`config.mk`:
```
export PLATFORM = sky130hd
export DESIGN_NAME = abacus_sample_scheduler
export DESIGN_NICKNAME = d
export VERILOG_FILES = /design/src/rtl/abacus_sample_scheduler.sv
export SDC_FILE = /design/constraint.sdc
export NUM_CORES = 1
export LEC_CHECK = 0
export BUFFER_PORTS_ARGS = -buffer_cell sky130_fd_sc_hd__buf_2
export CAP_MARGIN = 30
export CELL_PAD_IN_SITES_DETAIL_PLACEMENT = 0
export CELL_PAD_IN_SITES_GLOBAL_PLACEMENT = 2
export CORE_MARGIN = 4
export CORE_UTILIZATION = 38
export CTS_CLUSTER_SIZE = 20
export DETAILED_ROUTE_END_ITERATION = 16
export GPL_TIMING_DRIVEN = 0
export MAX_ROUTING_LAYER = met4
export PLACE_DENSITY_LB_ADDON = 0.1
export SLEW_MARGIN = 20
export SYNTH_ARGS = -nofsm -noshare
export SYNTH_HDL_FRONTEND = slang
export SYNTH_SLANG_ARGS = --single-unit
export TNS_END_PERCENT = 30
```
`constraint.sdc`:
```
create_clock -name clk -period 5.6 [get_ports clk]
set_input_delay 0 -clock clk [delete_from_list [all_inputs] [get_ports clk]]
set_output_delay 0 -clock clk [all_outputs]
set_load 0.01 [all_outputs]
```
`src/rtl/abacus_sample_scheduler.sv`:
```
`default_nettype none
// ----------------------------------------------------------------------------
// abacus_sample_scheduler : clear -> delay -> count window -> snapshot sequencer
// Revision: 1.0
// ----------------------------------------------------------------------------
module abacus_sample_scheduler #(
  parameter int NUM_UNITS = 2,
  parameter int CNT_W     = 32
) (
  input  logic                 clk,
  input  logic                 rst,
  input  logic                 cfg_we,
  input  logic [3:0]           cfg_addr,
  input  logic [31:0]          cfg_wdata,
  output logic [31:0]          cfg_rdata,
  input  logic                 snapshot_ack,
  output logic [NUM_UNITS-1:0] profiler_enable,
  output logic                 counter_clear,
  output logic                 snapshot_req,
  output logic                 busy,
  output logic                 irq
);

  localparam logic [2:0] ST_IDLE  = 3'd0;
  localparam logic [2:0] ST_CLEAR = 3'd1;
  localparam logic [2:0] ST_DELAY = 3'd2;
  localparam logic [2:0] ST_RUN   = 3'd3;
  localparam logic [2:0] ST_SNAP  = 3'd4;

  localparam logic [3:0] ADDR_CTRL   = 4'h0;
  localparam logic [3:0] ADDR_WINDOW = 4'h4;
  localparam logic [3:0] ADDR_DELAY  = 4'h8;
  localparam logic [3:0] ADDR_STATUS = 4'hC;

  logic [2:0]           state_q, state_d;
  logic                 cont_q;
  logic [NUM_UNITS-1:0] mask_cfg_q, mask_q;
  logic [CNT_W-1:0]     window_cfg_q, delay_cfg_q, window_q;
  logic [CNT_W-1:0]     cnt_q, cnt_d;
  logic                 stop_pend_q;
  logic                 irq_q, irq_d;
  logic [15:0]          windows_done_q, windows_done_d;

  logic ctrl_wr, window_wr, delay_wr, status_wr;
  logic start_req, stop_req, snap_done;
  logic unused_wdata;

  assign ctrl_wr   = cfg_we && (cfg_addr == ADDR_CTRL);
  assign window_wr = cfg_we && (cfg_addr == ADDR_WINDOW);
  assign delay_wr  = cfg_we && (cfg_addr == ADDR_DELAY);
  assign status_wr = cfg_we && (cfg_addr == ADDR_STATUS);
  assign start_req = ctrl_wr && cfg_wdata[0];
  assign stop_req  = ctrl_wr && cfg_wdata[1];
  assign snap_done = (state_q == ST_SNAP) && snapshot_ack;
  assign unused_wdata = ^cfg_wdata;

  // Counters run down to zero, so a window of W cycles loads W-1 (0 acts as 1).
  function automatic logic [CNT_W-1:0] win_m1(input logic [CNT_W-1:0] w);
    return (w == '0) ? '0 : w - CNT_W'(1);
  endfunction

  always_ff @(posedge clk or posedge rst) begin
    if (rst) state_q <= ST_IDLE;
    else     state_q <= state_d;
  end

  always_comb begin
    state_d = state_q;
    case (state_q)
      ST_IDLE:  if (start_req && !stop_req) state_d = ST_CLEAR;
      ST_CLEAR: begin
        if (stop_req)                state_d = ST_IDLE;
        else if (delay_cfg_q != '0)  state_d = ST_DELAY;
        else                         state_d = ST_RUN;
      end
      ST_DELAY: begin
        if (stop_req)          state_d = ST_IDLE;
        else if (cnt_q == '0)  state_d = ST_RUN;
      end
      ST_RUN:   if (stop_req || cnt_q == '0) state_d = ST_SNAP;
      ST_SNAP: begin
        if (snapshot_ack) begin
          if (cont_q && !stop_pend_q && !stop_req) state_d = ST_CLEAR;
          else                                     state_d = ST_IDLE;
        end
      end
      default:  state_d = ST_IDLE;
    endcase
  end

  always_comb begin
    counter_clear   = (state_q == ST_CLEAR);
    profiler_enable = (state_q == ST_RUN) ? mask_q : '0;
    snapshot_req    = (state_q == ST_SNAP);
    busy            = (state_q != ST_IDLE);
    irq             = irq_q;
  end

  always_comb begin
    cnt_d = cnt_q;
    case (state_q)
      ST_CLEAR: cnt_d = (delay_cfg_q != '0) ? delay_cfg_q - CNT_W'(1) : win_m1(window_cfg_q);
      ST_DELAY: cnt_d = (cnt_q == '0) ? win_m1(window_q) : cnt_q - CNT_W'(1);
      ST_RUN:   if (cnt_q != '0) cnt_d = cnt_q - CNT_W'(1);
      default:  cnt_d = cnt_q;
    endcase
  end

  // A completing snapshot beats a same-cycle software clear of irq.
  always_comb begin
    irq_d          = irq_q;
    windows_done_d = windows_done_q;
    if (snap_done) begin
      irq_d          = 1'b1;
      windows_done_d = windows_done_q + 16'd1;
    end else if (status_wr && cfg_wdata[1]) begin
      irq_d          = 1'b0;
    end
  end

  always_ff @(posedge clk or posedge rst) begin
    if (rst) begin
      cont_q         <= 1'b0;
      mask_cfg_q     <= '0;
      mask_q         <= '0;
      window_cfg_q   <= '0;
      delay_cfg_q    <= '0;
      window_q       <= '0;
      cnt_q          <= '0;
      stop_pend_q    <= 1'b0;
      irq_q          <= 1'b0;
      windows_done_q <= '0;
    end else begin
      if (ctrl_wr) begin
        cont_q     <= cfg_wdata[2];
        mask_cfg_q <= cfg_wdata[8 +: NUM_UNITS];
      end
      if (window_wr) window_cfg_q <= cfg_wdata[CNT_W-1:0];
      if (delay_wr)  delay_cfg_q  <= cfg_wdata[CNT_W-1:0];
      if (state_q == ST_CLEAR) begin
        window_q <= window_cfg_q;
        mask_q   <= mask_cfg_q;
      end
      cnt_q <= cnt_d;
      if (state_q == ST_IDLE || state_q == ST_CLEAR || snap_done)
        stop_pend_q <= 1'b0;
      else if (stop_req && (state_q == ST_RUN || state_q == ST_SNAP))
        stop_pend_q <= 1'b1;
      irq_q          <= irq_d;
      windows_done_q <= windows_done_d;
    end
  end

  always_comb begin
    cfg_rdata = '0;
    case (cfg_addr)
      ADDR_CTRL: begin
        cfg_rdata[2]              = cont_q;
        cfg_rdata[8 +: NUM_UNITS] = mask_cfg_q;
      end
      ADDR_WINDOW: cfg_rdata[CNT_W-1:0] = window_cfg_q;
      ADDR_DELAY:  cfg_rdata[CNT_W-1:0] = delay_cfg_q;
      ADDR_STATUS: begin
        cfg_rdata[0]     = (state_q != ST_IDLE);
        cfg_rdata[1]     = irq_q;
        cfg_rdata[31:16] = windows_done_q;
      end
      default: cfg_rdata = '0;
    endcase
  end

endmodule
`default_nettype wire

```
==> results.py, run 1 <==
metrics = {
    "drt": {
        "dr.max_layer_used": "met4",
        "viasPerCell": 5.79,
        "ant_nets": 0,
        "routedWlPerCell_um": 22.4,
        "drt-met1-wl_um": 17300,
        "drc": 0,
        "route.met2.wl_um": 16000,
        "route.met3.wl_um": 1770,
        "vias": 9187,
        "drtIter0Drc": 693,
        "drtPass1Iterations": 5,
        "totalWireLength_um": 35500,
    },
    "synth": {
        "yosysWarnings": 0,
        "netlist_top_cells_count": "nand2_1, dfrtp_1, nor2_1",
        "ys_seq_area_share_pct": 39.4,
        "synth_top_family_by_area": "simple AND/OR/NAND/NOR gates",
        "synth_xor_area_share_pct": 9.22,
        "yosysTopAreaCell": "dfrtp_1",
        "synth.most_common_cell": "nand2_1",
        "synthAdderAreaFrac_pct": 1.15,
        "synth_area_leaders": "dfrtp_1, mux2_2, nand2_1",
        "synth_ff_type": "dfrtp_1",
        "synth_edf_count": 0,
        "synthSimpleGateAreaFrac_pct": 24.0,
        "syn_nets": 1159,
        "ys_ff_latch": 154,
        "async_flop_share_pct": 100,
        "syn_area_um2": 9780,
        "synth_top_area_share_pct": 39.4,
        "synth-compound-area-share_pct": 14.1,
        "synthCells": 1110,
        "synth_cell_types": 64,
        "avgSynthCellArea_um2": 8.81,
        "synthMuxAreaShare_pct": 7.93,
    },
    "layout": {
        "num-fill-cells": 2567,
        "layout-drive-gt1-share_pct": 16.1,
        "antenna_cells": 0,
        "stdcell_area_um2": 11600,
        "multi_input_area_um2": 5530,
        "regArea_um2": 3850,
        "area_delta_synth_final_pct": 18.3,
        "nets": 1295,
    },
    "global_route": {
        "grt_pass1_vias": 8854,
        "grt_util_all_layers_pct": 25.7,
        "grt_first_pass_wirelength_um": 54800,
        "grt_overflow_total": 0,
        "antenna_found_initial": 0,
        "grt_max_degree": 89,
    },
    "floorplan": {
        "die_y_um": 168,
        "io_pins": 78,
        "dieArea_um2": 28400,
        "fp.dieW_um": 168,
        "core_um2": 25300,
        "start_util_pct": 38.7,
        "rows": 58,
    },
    "pwr": {
        "p_total_mw": 4.82,
        "power.share.switching_pct": 42.1,
        "power_switching_mw": 2.03,
        "clock_power_share_pct": 24.6,
        "power.share.sequential_pct": 40.0,
        "p_leak_nw": 4.93,
        "pwr_density_cell_nw_per_um2": 417,
        "ir_worst_vdd_v": 0.000172,
        "combPwrFrac_pct": 35.4,
        "power.internal_mw": 2.79,
    },
    "sta": {
        "slew_viol_final": 0,
        "fin_hold_ws_ns": 0.132,
        "tns_ns": 0,
        "period_share_pct": 72.8,
        "rsz0062_at_grt": "false",
        "clock.fmax_mhz": 245,
        "skew_ns": 0.0161,
        "slew_headroom_pct": 31.9,
        "worst_pin_slew_ns": 1.01,
        "setup-violations-final": 0,
        "fin_ws_ns": 1.52,
        "hold_viol": 0,
        "fin_crit_ns": 4.08,
    },
    "setup_path": {
        "critPathMaxFanout": 10,
        "path_class": "reg2reg",
        "cp.arrival_ns": 4.37,
        "rrSetupSlack_ns": 1.52,
        "crit_path_end_kind": "flip-flop",
        "required_ns": 5.89,
        "reg2reg_depth": 9,
        "startpoint_type": "flip-flop",
        "r2r_end": "cnt_q[7]",
        "r2r_start": "window_cfg_q[5]",
    },
    "cts": {
        "clk_pin_slew_worst_paths_ns": 0.07,
        "clock_path_buffers": 2,
        "clock_latency_ns": 0.44,
        "tritoncts": "done",
        "numClockSinks": 154,
        "root_buffer": "clkbuf_16",
        "htreeDepth": 4,
        "cts_buffers": 17,
    },
    "status": {
        "status": "finished, final reports clean",
    },
    "flow_run": {
        "max_cap_viol_count": 0,
    },
    "placement": {
        "place_hpwl_um": 26900,
        "gp_congestion": 0.901,
        "dp_slack_ns": 1.56,
        "postPlaceCellArea_um2": 10600,
        "portBuffers": 77,
    },
    "min_path": {
        "hp-class": "in2async",
    },
}
[cells in the final DEF (no fill, tap or decap), types with 12 or more instances in the layout]
cell	n
a21oi_1	41
a222oi_1	17
a22o_1	13
a22oi_1	13
buf_1	12
buf_2	81
clkbuf_1	44
clkbuf_16	17
dfrtp_1	154
dlygate4sd3_1	35
inv_1	37
mux2_2	68
nand2_1	164
nand3_1	27
nand4_1	15
nor2_1	78
nor3_1	54
nor4_1	39
o21ai_0	60
or3_1	21
or4_1	17
xnor2_1	68
xor2_1	35
[worst max-delay path, cell delays in order (launching register included)]
cell,delay [ns]
dfrtp_1,0.36
clkbuf_1,0.26
nor4_1,0.69
nand4_1,0.33
nor4_1,0.84
nand2b_1,0.20
clkbuf_1,0.50
nor2_1,0.23
a211oi_1,0.39
o21ai_0,0.13
[repair_timing]
action                     in CTS  in global routing
resized for setup               0                  0
setup buffers                   0                  0
hold buffers                   35                  0
setup endpoints to repair       0                  0
hold endpoints to repair      135                  0
[final cells by class]
type / instances / area share (%)
timing repair buffer: 117 / 6.75
clock inverter: 14 / 1.33
sequential: 154 / 33.3
clock buffer: 17 / 3.68
inverter: 38 / 1.30
buffer: 62 / 2.34
tap: 330 / 3.57
multi-input combinational: 856 / 47.7
[worst max path at each step]
stage / end / slack [ns] / cells past startpoint / from
global placement: cnt_q[3] / -0.71 / 2 / rst
CTS: cnt_q[11] / 1.55 / 9 / window_cfg_q[5]
floorplan: cnt_q[0] / 1.45 / 1 / rst
finish: cnt_q[7] / 1.52 / 9 / window_cfg_q[5]
detailed placement: cnt_q[11] / 1.56 / 9 / window_cfg_q[5]
global route: cnt_q[7] / 1.24 / 9 / window_cfg_q[5]
[kinds of logic (layout without fill, tap and decap cells)]
family                   count (synthesis)  after routing
AO/OA/AOI/OAI                          209            209
XOR/XNOR                               103            103
adder cells (fa/ha/maj)                  9              9
buffers and inverters                  100            248
flip-flops                             154            154
multiplexers                            69             69
AND/OR/NAND/NOR                        466            466
[stage by stage]
stage | instances | utilization (%)
after floorplan | 1110 | -
after global placement | 1517 | 41.9
after detailed placement | 1521 | 42.1
after CTS | 1587 | 45.8
after global routing | 1588 | 45.8
final | 1588 | 45.8
[sequential cells by signal, indices dropped and copies added, names as in the netlist]
signal / flops
window_cfg_q: 32
cnt_q: 32
cont_q: 1
windows_done_q: 16
window_q: 32
stop_pend_q: 1
mask_q: 2
mask_cfg_q: 2
delay_cfg_q: 32
irq: 1
state_q: 3
[power groups by stage]
stage	sequential (mW)	combinational, mW	clock [mW]
floorplan	1.77	1.23	0
global placement	1.93	1.65	0
detailed placement	1.93	1.67	0
CTS	1.91	1.70	1.20
global route	1.98	1.89	1.26
finish	1.93	1.71	1.19
[layer usage]
metal,vias up,global-route usage [%]
met4,0,6.18
met2,327,38.3
met1,4507,37.8
met3,32,2.72
li1,4321,-
met5,-,-
Note: power is estimated with default switching activity, not from simulation.
==> run 2, diff against run 1 <==
ABC_AREA = 1   (was not set)
CORE_UTILIZATION = 34   (was 38)
clock period = 4.1 ns   (was 5.6 ns; I/O delays follow)
==> results.py, run 2 <==
metrics = {
    "setup_path": {
        "critPathMaxFanout": 10,
        "cp.arrival_ns": 3.09,
        "startpoint_type": "flip-flop",
        "path_cells": "inv_1, ha_1, inv_1, nor2_1, nand3_1, nor2_1, nand3_4, nor2_8, buf_6, nand3_1, a21oi_1, nor2_1, nor2_1",
        "crit_top_cell": "nor2_1",
        "reg2reg_depth": 13,
        "required_ns": 4.48,
        "r2r_start": "delay_cfg_q[0]",
        "crit_path_end_kind": "flip-flop",
        "slowest_stage": "dfrtp_1",
        "worst_path_largest_cell_delay_ns": 0.45,
        "cp-startpoint": "delay_cfg_q[0]",
        "path_class": "reg2reg",
    },
    "floorplan": {
        "core_um2": 32900,
        "die_y_um": 191,
        "rows": 66,
        "fp.dieW_um": 191,
        "start_util_pct": 34.8,
        "dieArea_um2": 36700,
        "io_pins": 78,
    },
    "global_route": {
        "grt_overflow_total": 0,
        "grt_pass1_vias": 11800,
        "grt_max_degree": 35,
        "grt_first_pass_wirelength_um": 74000,
        "grt_util_all_layers_pct": 28.0,
        "antenna_found_initial": 0,
    },
    "cts": {
        "clk_pin_slew_worst_paths_ns": 0.06,
        "cts-resized-gates": 0,
        "tritoncts": "done",
        "htreeDepth": 4,
        "cts_buffers": 17,
        "postCtsSetupRepairBufs": 0,
        "cts_hold_buf": 35,
        "numClockSinks": 154,
        "root_buffer": "clkbuf_16",
        "clock_path_buffers": 2,
        "clock_latency_ns": 0.45,
    },
    "sta": {
        "slew_headroom_pct": 46.6,
        "skew_ns": 0.00859,
        "clock.fmax_mhz": 369,
        "hold_viol": 0,
        "fin_crit_ns": 2.71,
        "period_share_pct": 66.2,
        "setup-violations-final": 0,
        "slew_viol_final": 0,
        "fin_hold_ws_ns": 0.0528,
        "fin_ws_ns": 1.39,
        "rsz0062_at_grt": "false",
        "worst_pin_slew_ns": 0.801,
        "tns_ns": 0,
    },
    "layout": {
        "layout_common_cells": "nand2_1, nor2_1, inv_1",
        "final_common_cell": "nand2_1",
        "nets": 1964,
        "num-fill-cells": 3745,
        "regArea_um2": 3850,
        "area_delta_synth_final_pct": 17.3,
        "multi_input_area_um2": 6540,
        "layout-drive-gt1-share_pct": 10.5,
        "antenna_cells": 0,
    },
    "drt": {
        "totalWireLength_um": 48700,
        "drc": 0,
        "ant_nets": 0,
        "drtIter0Drc": 778,
        "routedWlPerCell_um": 20.5,
        "viasPerCell": 4.98,
        "drtPass1Iterations": 5,
        "vias": 11800,
    },
    "status": {
        "status": "finished, final reports clean",
    },
    "placement": {
        "dp_slack_ns": 1.43,
        "gp_congestion": 0.946,
        "place_hpwl_um": 40900,
        "portBuffers": 76,
    },
    "synth": {
        "synth_cell_types": 45,
        "ys_ff_latch": 154,
        "async_flop_share_pct": 100,
        "syn_area_um2": 11400,
        "avgSynthCellArea_um2": 6.43,
        "yosysWarnings": 0,
        "yosysTopAreaCell": "dfrtp_1",
        "syn_nets": 1829,
        "ys_seq_area_share_pct": 33.7,
        "netlist_top_cells_count": "nand2_1, nor2_1, inv_1",
        "synth_top_area_share_pct": 33.7,
        "synth_edf_count": 0,
        "synthCells": 1780,
        "synth_ff_type": "dfrtp_1",
        "synth.most_common_cell": "nand2_1",
        "synth_area_leaders": "dfrtp_1, nand2_1, nor2_1",
    },
    "pwr": {
        "pwr_density_cell_nw_per_um2": 683,
        "ir_worst_vdd_v": 0.000361,
        "p_leak_nw": 6.50,
    },
    "min_path": {
        "hp-class": "in2async",
    },
    "flow_run": {
        "max_cap_viol_count": 0,
    },
}
-- run 2: changes by cell type after synthesis, sizes merged, moves of 23 or more --
cell / before / now
nand4: 15 / 38
xnor2: 68 / 10
nand3: 27 / 169
nor2: 78 / 318
mux2: 68 / 0
o21ai: 65 / 162
nand2: 164 / 494
inv: 38 / 224
nor4: 44 / 3
nor3: 55 / 9
-- run 2: cell families (layout without fill, tap and decap cells) --
logic type / after synthesis / in the layout / synth area share, %
compound gates: 242 / 242 / 11.7
xor+xnor: 60 / 60 / 4.59
fa+ha+maj: 9 / 9 / 0.984
buf+inv: 270 / 418 / 9.18
flops: 154 / 154 / 33.7
simple gates: 1045 / 1045 / 39.8
-- run 2: stage by stage --
step | power (mW) | cell area [um2] | cells | util, %
global route | 9.95 | 13400 | 2370 | 40.8
CTS | 9.19 | 13400 | 2370 | 40.8
detailed placement | 7.54 | 12500 | 2303 | 38.0
finish | 9.16 | 13400 | 2370 | 40.8
floorplan | 5.81 | 11400 | 1780 | -
global placement | 7.51 | 12400 | 2298 | 37.7
-- run 2: critical path: cells and delay by family, from the launching register on --
kind	cells	cell delay (ns)
AO/OA/AOI/OAI	1	0.35
adder cells (fa/ha/maj)	1	0.18
buffers and inverters	3	0.37
flip-flops	1	0.45
AND/OR/NAND/NOR	8	1.27
-- run 2: final cells by class --
class                   instances  share of cell area, %
plain buffers                  44                   1.51
well taps                     442                   4.12
repair buffers                116                   6.25
flip-flops and latches        154                   28.7
multi-input cells            1356                   48.7
inverters                     226                   6.35
clock inverters                10                  0.876
clock buffers                  22                   3.46
-- run 2: final timing paths --
check	endpoint	slack (ns)
max	cnt_q[26]	1.39
max reg2reg	cnt_q[26]	1.39
min in group clk	mask_cfg_q[1]	0.11
min	window_cfg_q[3]	0.05
max in group asynchronous	cnt_q[21]	3.35
min reg2reg	mask_q[1]	0.49
-- run 2: report_power, final --
part / internal, mW / switching, mW
Clock: 0.928 / 0.662
Sequential: 2.05 / 0.781
Combinational: 1.47 / 3.28
Total: 4.45 / 4.72
-- run 2: layer usage --
layer / part of all wire, % / global-route usage (%) / vias to the layer above / routed length (um)
li1: - / - / 5986 / -
met1: 45 / 35.4 / 5531 / 22000
met2: 49 / 47.4 / 235 / 24000
met3: 2.4 / 2.85 / 55 / 1190
met4: 3.1 / 8.95 / 0 / 1530
met5: 0 / - / - / 0
==> run 3, diff against run 2 <==
clock period = 2.5 ns   (was 4.1 ns; I/O delays follow)
==> results.py, run 3 (synthesis gave the netlist of run 2 again) <==
metrics = {
    "status": {
        "status": "finished, final reports clean",
    },
    "floorplan": {
        "rows": 66,
        "die_y_um": 191,
        "io_pins": 78,
        "dieArea_um2": 36700,
        "core_um2": 32900,
        "fp.dieW_um": 191,
        "start_util_pct": 34.8,
    },
    "cts": {
        "tritoncts": "done",
        "clk_pin_slew_worst_paths_ns": 0.06,
        "cts_buffers": 17,
        "root_buffer": "clkbuf_16",
        "numClockSinks": 154,
        "clock_path_buffers": 2,
        "htreeDepth": 4,
        "clock_latency_ns": 0.45,
    },
    "pwr": {
        "ir_worst_vdd_v": 0.000595,
        "pwr_density_cell_nw_per_um2": 1110,
        "p_leak_nw": 6.55,
        "p_total_mw": 15.1,
    },
    "placement": {
        "portBuffers": 76,
        "dp.cells": 2303,
        "place_hpwl_um": 40900,
        "gp_congestion": 0.946,
        "dp_slack_ns": -0.168,
    },
    "drt": {
        "viasPerCell": 4.97,
        "vias": 11800,
        "drtIter0Drc": 740,
        "routedWlPerCell_um": 20.5,
        "drtPass1Iterations": 6,
        "drc": 0,
        "ant_nets": 0,
        "totalWireLength_um": 48700,
    },
    "sta": {
        "fin_crit_ns": 2.36,
        "hold_viol": 0,
        "worst_pin_slew_ns": 0.909,
        "fin_hold_ws_ns": 0.0545,
        "period_share_pct": 94.4,
        "fin_ws_ns": 0.140,
        "setup-violations-final": 0,
        "skew_ns": 0.00894,
        "slew_headroom_pct": 39.4,
        "clock.fmax_mhz": 424,
        "slew_viol_final": 0,
    },
    "setup_path": {
        "path_cells": "nor2_2, nand2_2, nor2_1, nand2_1, nor2_4, inv_2, buf_2, a21oi_1, o21ai_0, nand3_1, o21ai_1",
        "startpoint_type": "flip-flop",
        "critPathTopFamily": "simple AND/OR/NAND/NOR gates",
        "crit_path_end_kind": "flip-flop",
        "path_class": "reg2reg",
        "slowest_stage": "dfrtp_1",
        "critPathMaxFanout": 10,
        "cp.arrival_ns": 2.69,
        "cp_num_buf_inv": 2,
        "worst_path_largest_cell_delay_ns": 0.47,
        "required_ns": 2.83,
    },
    "layout": {
        "layout-drive-gt1-share_pct": 12.1,
        "antenna_cells": 0,
        "layout_common_cells": "nand2_1, nor2_1, inv_1",
        "area_delta_synth_final_pct": 18.8,
        "final_common_cell": "nand2_1",
        "stdcell_count": 2378,
        "nets": 1972,
    },
    "global_route": {
        "grt_max_degree": 35,
        "grt_overflow_total": 0,
        "grt_pass1_vias": 11800,
        "antenna_found_initial": 0,
        "grt_util_all_layers_pct": 28.1,
        "grt_first_pass_wirelength_um": 74000,
    },
    "flow_run": {
        "max_cap_viol_count": 0,
    },
    "min_path": {
        "hp-class": "in2async",
    },
}
==> run 3: cell types whose count changed in the layout (fill, tap and decap cells not counted), sizes merged <==
cell,change
buf,+7
clkbuf,+1
==> run 3: path summary, 6_finish.rpt <==
check,start,end,slack [ns],cells past startpoint
setup / recovery,delay_cfg_q[9],cnt_q[5],0.14,11
hold / removal,rst,window_cfg_q[3],0.05,3
setup reg to reg,delay_cfg_q[9],cnt_q[5],0.14,11
hold reg to reg,mask_q[1],mask_q[1],0.49,2
max in group asynchronous,rst,window_q[26],1.75,5
min in group clk,cfg_addr[3],mask_cfg_q[1],0.10,6
==> run 3: layout make-up <==
type                       count  area [um2]
sequential                   154        3850
buffer                        44         211
clock buffer                  22         464
tap                          442         553
fill                        3746       19300
multi-input combinational   1356        6650
inverter                     226         852
clock inverter                10         118
timing repair buffer         124         898
==> run 3: metal layers <==
metal  share of wire, %  GRT usage, %  wire [um]  vias to the layer above
met5                  0             -          0                        -
li1                   -             -          -                     6004
met2                 50          47.4      24200                      243
met1                 44          35.5      21600                     5507
met4                2.9          9.12       1420                        0
met3                3.2          2.83       1550                       56
==> run 3: worst register-to-register path: stages, from the launching register on <==
cell     delay [ns]
dfrtp_1        0.47
nor2_2         0.18
nand2_2        0.12
nor2_1         0.21
nand2_1        0.12
nor2_4         0.19
inv_2          0.11
buf_2          0.22
a21oi_1        0.17
o21ai_0        0.24
nand3_1        0.15
o21ai_1        0.07
==> run 3: through the flow <==
| step | instance area [um2] | TNS (ns) | utilization (%) |
|---|---|---|---|
| after floorplan | 11400 | 0 | - |
| after global placement | 12400 | -81.45 | 37.7 |
| after detailed placement | 12500 | -1.30 | 38.0 |
| after CTS | 13500 | 0 | 41.0 |
| after global routing | 13600 | -0.0117 | 41.4 |
| final | 13600 | 0 | 41.4 |
==> run 3: what timing repair did <==
action,in CTS,in global routing
pin swaps,2,3
hold buffers,35,0
hold endpoints to repair,162,0
setup endpoints to repair,21,32
gates resized for setup,9,29
setup buffers,5,3
==> run 3: power by group <==
group	switching (mW)	internal, mW	leakage, nW
logic	5.42	2.46	4.34
registers	1.29	3.36	1.94
clock network	1.09	1.52	0.273
